**src/rtl/seven_seg_reader.sv**
```systemverilog
// Samples a multiplexed active-low seven-segment display, debounces each digit strobe,
// decodes four digits to BCD and hands them out as a 16-bit frame with valid/ready.
module seven_seg_reader #(
  parameter int STABLE_CNT = 4
) (
  input  logic        clk,
  input  logic        rst_n,
  input  logic [6:0]  seg_in,
  input  logic [3:0]  dig_sel,
  input  logic        out_ready,
  output logic        out_valid,
  output logic [15:0] out_data,
  output logic        err,
  output logic        overrun
);

  typedef enum logic {COLLECT = 1'b0, PRESENT = 1'b1} state_t;

  localparam logic [3:0] CNT_MAX = 4'(STABLE_CNT);

  // Returns {known, nibble}; unknown patterns decode to 4'hE.
  function automatic logic [4:0] decode(input logic [6:0] seg);
    case (seg)
      7'b1000000: decode = 5'b1_0000;
      7'b1111001: decode = 5'b1_0001;
      7'b0100100: decode = 5'b1_0010;
      7'b0110000: decode = 5'b1_0011;
      7'b0011001: decode = 5'b1_0100;
      7'b0010010: decode = 5'b1_0101;
      7'b0000010: decode = 5'b1_0110;
      7'b1111000: decode = 5'b1_0111;
      7'b0000000: decode = 5'b1_1000;
      7'b0010000: decode = 5'b1_1001;
      7'b1111111: decode = 5'b1_1111;
      default:    decode = 5'b0_1110;
    endcase
  endfunction

  function automatic logic one_hot(input logic [3:0] v);
    case (v)
      4'b0001, 4'b0010, 4'b0100, 4'b1000: one_hot = 1'b1;
      default:                            one_hot = 1'b0;
    endcase
  endfunction

  logic [6:0]  seg_meta_r, seg_sync_r;
  logic [3:0]  sel_meta_r, sel_sync_r;
  logic [10:0] prev_r;
  logic [3:0]  cnt_r, cnt_next;
  logic [15:0] collect_r, collect_next;
  logic [3:0]  mask_r, mask_next;
  state_t      state_r, state_next;
  logic        out_valid_r, out_valid_next;
  logic [15:0] out_data_r, out_data_next;
  logic        err_r, err_next;
  logic        overrun_r, overrun_next;

  logic [10:0] sample_s;
  logic        qual_s, same_s, capture_s, mask_clr_s;
  logic [4:0]  dec_s;

  assign sample_s = {sel_sync_r, seg_sync_r};
  assign qual_s   = one_hot(sel_sync_r);
  assign same_s   = (sample_s == prev_r);
  // Capture fires exactly once per dwell: on the step from CNT_MAX-1 to CNT_MAX.
  assign capture_s = qual_s && same_s && (cnt_r == (CNT_MAX - 4'd1));
  assign dec_s     = decode(seg_sync_r);

  // Stability counter, digit collection and capture error flag.
  always_comb begin
    cnt_next     = cnt_r;
    collect_next = collect_r;
    err_next     = 1'b0;
    if (!qual_s) begin
      cnt_next = 4'd0;
    end else if (!same_s) begin
      cnt_next = 4'd1;
    end else if (cnt_r == CNT_MAX) begin
      cnt_next = cnt_r;
    end else begin
      cnt_next = cnt_r + 4'd1;
    end
    for (int k = 0; k < 4; k++) begin
      if (capture_s && sel_sync_r[k]) begin
        collect_next[4*k +: 4] = dec_s[3:0];
      end else begin
        collect_next[4*k +: 4] = collect_r[4*k +: 4];
      end
    end
    if (capture_s && !dec_s[4]) begin
      err_next = 1'b1;
    end else begin
      err_next = 1'b0;
    end
  end

  // Frame FSM: present a completed mask, or drop it when the consumer is still busy.
  always_comb begin
    state_next     = state_r;
    out_valid_next = out_valid_r;
    out_data_next  = out_data_r;
    overrun_next   = 1'b0;
    mask_clr_s     = 1'b0;
    case (state_r)
      COLLECT: begin
        if (mask_r == 4'b1111) begin
          out_data_next  = collect_r;
          out_valid_next = 1'b1;
          mask_clr_s     = 1'b1;
          state_next     = PRESENT;
        end else begin
          state_next = COLLECT;
        end
      end
      PRESENT: begin
        // The handshake wins; a mask completing now is presented from COLLECT next.
        if (out_valid_r && out_ready) begin
          out_valid_next = 1'b0;
          state_next     = COLLECT;
        end else if (mask_r == 4'b1111) begin
          overrun_next = 1'b1;
          mask_clr_s   = 1'b1;
        end else begin
          state_next = PRESENT;
        end
      end
      default: begin
        state_next     = COLLECT;
        out_valid_next = 1'b0;
      end
    endcase
    mask_next = (mask_clr_s ? 4'b0000 : mask_r) | (capture_s ? sel_sync_r : 4'b0000);
  end

  // All state, including the two-flop input synchronizers.
  always_ff @(posedge clk or negedge rst_n) begin
    if (!rst_n) begin
      seg_meta_r  <= 7'd0;
      seg_sync_r  <= 7'd0;
      sel_meta_r  <= 4'd0;
      sel_sync_r  <= 4'd0;
      prev_r      <= 11'd0;
      cnt_r       <= 4'd0;
      collect_r   <= 16'h0000;
      mask_r      <= 4'b0000;
      state_r     <= COLLECT;
      out_valid_r <= 1'b0;
      out_data_r  <= 16'h0000;
      err_r       <= 1'b0;
      overrun_r   <= 1'b0;
    end else begin
      seg_meta_r  <= seg_in;
      seg_sync_r  <= seg_meta_r;
      sel_meta_r  <= dig_sel;
      sel_sync_r  <= sel_meta_r;
      prev_r      <= sample_s;
      cnt_r       <= cnt_next;
      collect_r   <= collect_next;
      mask_r      <= mask_next;
      state_r     <= state_next;
      out_valid_r <= out_valid_next;
      out_data_r  <= out_data_next;
      err_r       <= err_next;
      overrun_r   <= overrun_next;
    end
  end

  assign out_valid = out_valid_r;
  assign out_data  = out_data_r;
  assign err       = err_r;
  assign overrun   = overrun_r;

endmodule

```
**config.mk**
```make
export PLATFORM = sky130hd
export DESIGN_NAME = seven_seg_reader
export DESIGN_NICKNAME = d
export VERILOG_FILES = /design/src/rtl/seven_seg_reader.sv
export SDC_FILE = /design/constraint.sdc
export NUM_CORES = 1
export LEC_CHECK = 0
export CAP_MARGIN = 10
export CORE_ASPECT_RATIO = 0.5
export CORE_MARGIN = 10
export CORE_UTILIZATION = 30
export DETAILED_ROUTE_END_ITERATION = 10
export GPL_ROUTABILITY_DRIVEN = 0
export GPL_TIMING_DRIVEN = 0
export SLEW_MARGIN = 20
export SYNTH_ARGS = -nofsm -noshare
export SYNTH_HDL_FRONTEND = slang
export SYNTH_SLANG_ARGS = --single-unit
```
**constraint.sdc**
```tcl
create_clock -name clk -period 5 [get_ports clk]
set_clock_uncertainty 0.05 [all_clocks]
set_input_delay 1 -clock clk [delete_from_list [all_inputs] [get_ports clk]]
set_output_delay 1 -clock clk [all_outputs]
set_load 0.03 [all_outputs]
```
==> impl_metrics.env <==
export IMPL_holdWs_ns=0.2944
export IMPL_ys_types=42
export IMPL_die_width_um=160.7
export IMPL_synth_warnings=0
export IMPL_diodes=0
export IMPL_r2r_slack_ns=2.83
export IMPL_routedWlPerCell_um=13.67
export IMPL_cts_buffer_depth=2
export IMPL_initialDrtViolationCount=53
export IMPL_antenna_found_initial=0
export IMPL_critical_path_top_delay_family="buffers and inverters"
export IMPL_coreArea_um2=9540
export IMPL_hold_class="reg -> reg"
export IMPL_clock_root_buffer="clkbuf_16"
export IMPL_fp_dieArea_um2=14510
export IMPL_die_h_um=90.33
export IMPL_layout_drive_gt1_share_pct=23.19
export IMPL_grt_max_degree=40
export IMPL_rows=25
export IMPL_cts_resized=0
export IMPL_ys_seq_elements=77
export IMPL_track_usage_pct=8.270
export IMPL_place_ws_ns=2.829
export IMPL_final_cells=398
export IMPL_min_period_over_period_pct=49.80
export IMPL_cpPeakStageDelay_ns=0.70
export IMPL_vias_per_cell=4.352
export IMPL_synth_seq_area_share_pct=64.92
export IMPL_hold_violations=0
export IMPL_grt_pass1_vias=1946
export IMPL_synthesis_area_um2=2968
export IMPL_final_antenna_net_count=0
export IMPL_slowest_stage="clkdlybuf4s50_1"
export IMPL_total_power_w=0.001357
export IMPL_setup_viol=0
export IMPL_syn_area_per_cell_um2=13.87
export IMPL_cts_hold_fix_buffers=0
export IMPL_routed_wirelength_um=5440
export IMPL_layout_min_cycle_time_ns=2.490
export IMPL_synth_edf_count=0
export IMPL_critPathCaptureType="primary output"
export IMPL_rsz0062_at_grt="no"
export IMPL_nFillCells=906
export IMPL_required_ns=3.95
export IMPL_pin_count=33
export IMPL_multiInputGateArea_um2=974.7
export IMPL_cp_max_fo=5
export IMPL_initial_core_util_pct=31.11
export IMPL_grt_pass1_wl_um=9542
export IMPL_final_seq_area_um2=1927
export IMPL_setup_tns_ns=0
export IMPL_synth_ff_type="dfrtp_1"
export IMPL_hp_start="seg_meta_r[6]$_DFF_PN0_"
export IMPL_timing_rr_start="seg_sync_r[2]$_DFF_PN0_"
export IMPL_crit_start="out_valid$_DFFE_PN0P_"
export IMPL_dp_hpwl_um=4019
export IMPL_path_class="reg -> out"
export IMPL_setup_ws_ns=2.510
export IMPL_clk_pin_slew_worst_paths_ns=0.06
export IMPL_tightest_slew_ns=0.6255
export IMPL_outcome="finished clean"
export IMPL_start_kind="register"
export IMPL_synth_nets=230
export IMPL_path_cells="clkdlybuf4s50_1"
export IMPL_crit_buf_inv=1
export IMPL_ir_worst_vdd_mv=0.1847
export IMPL_clock_fmax_ghz=0.4016
export IMPL_cts_tree="yes"
export IMPL_vias=1732
export IMPL_maxSlewViolCount=0
export IMPL_async_reset_ff_share_pct=100.0
export IMPL_io_buffer_count=32
export IMPL_clk_latency_ns=0.33
export IMPL_maxSlewHeadroom_pct=57.93
export IMPL_grt_ovfl_total=0
export IMPL_drt_pass1_iter_count=4
export IMPL_numCtsBuffers=9
export IMPL_p_leak_nw=1.705
export IMPL_maxCapViolCount=0
export IMPL_syn_to_final_growth_pct=27.15
export IMPL_fin_nets=274
export IMPL_htree_num_levels=3
export IMPL_cts_setup_buffers=0
export IMPL_drc=0
export IMPL_p_per_area_nw_per_um2=359.7
export IMPL_cp_arrival_ns=1.44
export IMPL_clock_sinks=77
export IMPL_dp_cells=382
export IMPL_synthCells=214
[logic make-up after synthesis]
family | Yosys count | synth area share (%)
muxes | 35 | 13.20
adders and majority gates | 2 | 0.8430
DFF | 77 | 64.92
buffers and inverters | 13 | 2.234
AOI/OAI and AO/OA | 16 | 4.005
and+or+nand+nor | 56 | 10.37
xor gates and xnor gates | 15 | 4.427
[worst reg2reg max path: stages (launching register included)]
cell and delay, ns:
dfrtp_1 0.39, buf_6 0.14, nand2b_4 0.14, or4_4 0.51, o311a_1 0.16, a221o_1 0.36
mux2_2 0.30
[layer usage]
metal / track usage, % / wire length (µm) / vias up
met5: 0 / 0 / -
met4: 4.027 / 89 / 0
met3: 3.549 / 247 / 7
met2: 13.41 / 2677 / 36
met1: 9.190 / 2426 / 857
li1: - / - / 832
[through the flow]
step / utilization (%) / instance area [µm²]
floorplan: - / 2968
global placement: 36.24 / 3457
detailed placement: 36.42 / 3475
CTS: 39.55 / 3774
global route: 39.55 / 3774
finish: 39.55 / 3774
[final timing paths]
path                                       endpoint  depth (start not counted)
setup reg to reg           collect_r[7]$_DFFE_PN0P_                          6
max in group asynchronous  out_data[10]$_DFFE_PN0P_                          2
hold reg to reg             seg_sync_r[6]$_DFF_PN0_                          0
min in group asynchronous   seg_sync_r[5]$_DFF_PN0_                          1
setup / recovery                          out_valid                          1
hold / removal              seg_sync_r[6]$_DFF_PN0_                          0
[registers in the layout (all words and copies together) (netlist names)]
register    count
cnt_r           4
seg_meta_r      7
sel_meta_r      4
out_valid       1
overrun         1
err             1
state_r         1
mask_r          4
seg_sync_r      7
prev_r         11
out_data       16
sel_sync_r      4
collect_r      16
[cells in the final DEF (no fill, tap or decap), types with 4 or more instances in the layout]
cell type / synthesis / layout
dfrtp_1: 77 / 77
mux2_2: 33 / 33
clkdlybuf4s50_1: 0 / 31
nand2_1: 19 / 19
xnor2_1: 12 / 12
clkbuf_16: 0 / 9
nor2_1: 8 / 8
buf_2: 5 / 5
inv_1: 4 / 4
nand3_1: 4 / 4
nor3_1: 4 / 4
clkbuf_8: 0 / 4
[synth_stat cells (2+ instances only)]
master | instances | area (µm²)
xnor2_1 | 12 | 105.1
mux2_2 | 33 | 371.6
dfrtp_1 | 77 | 1927
inv_1 | 4 | 15.01
buf_2 | 5 | 25.02
clkbuf_1 | 2 | 7.510
nand4_1 | 3 | 18.77
nand2b_1 | 3 | 18.77
nand2_1 | 19 | 71.32
nand3_1 | 4 | 20.02
ha_1 | 2 | 25.02
a21boi_0 | 2 | 15.01
nor4b_1 | 2 | 17.52
nor2_1 | 8 | 30.03
o21a_1 | 2 | 15.01
nor3_1 | 4 | 20.02
mux2i_1 | 2 | 20.02
xor2_1 | 3 | 26.28
a21oi_1 | 3 | 15.01
o21ai_0 | 2 | 10.01
[cell type report]
class                   count  share of cell area, %
flip-flops and latches     77                  51.06
multi-input cells         124                  25.83
repair buffers             33                  8.952
clock buffers              14                  7.527
well taps                 135                  4.476
plain buffers               9                  1.359
clock inverters             2                 0.3979
inverters                   4                 0.3979
[power by group]
| part | leakage (nW) | internal [W] | switching (W) |
|---|---|---|---|
| registers | 0.994 | 0.000642 | 0.0000143 |
| clock network | 0.141 | 0.000390 | 0.000233 |
| logic | 0.570 | 0.0000357 | 0.0000424 |
(Power assumes the default switching activity.)
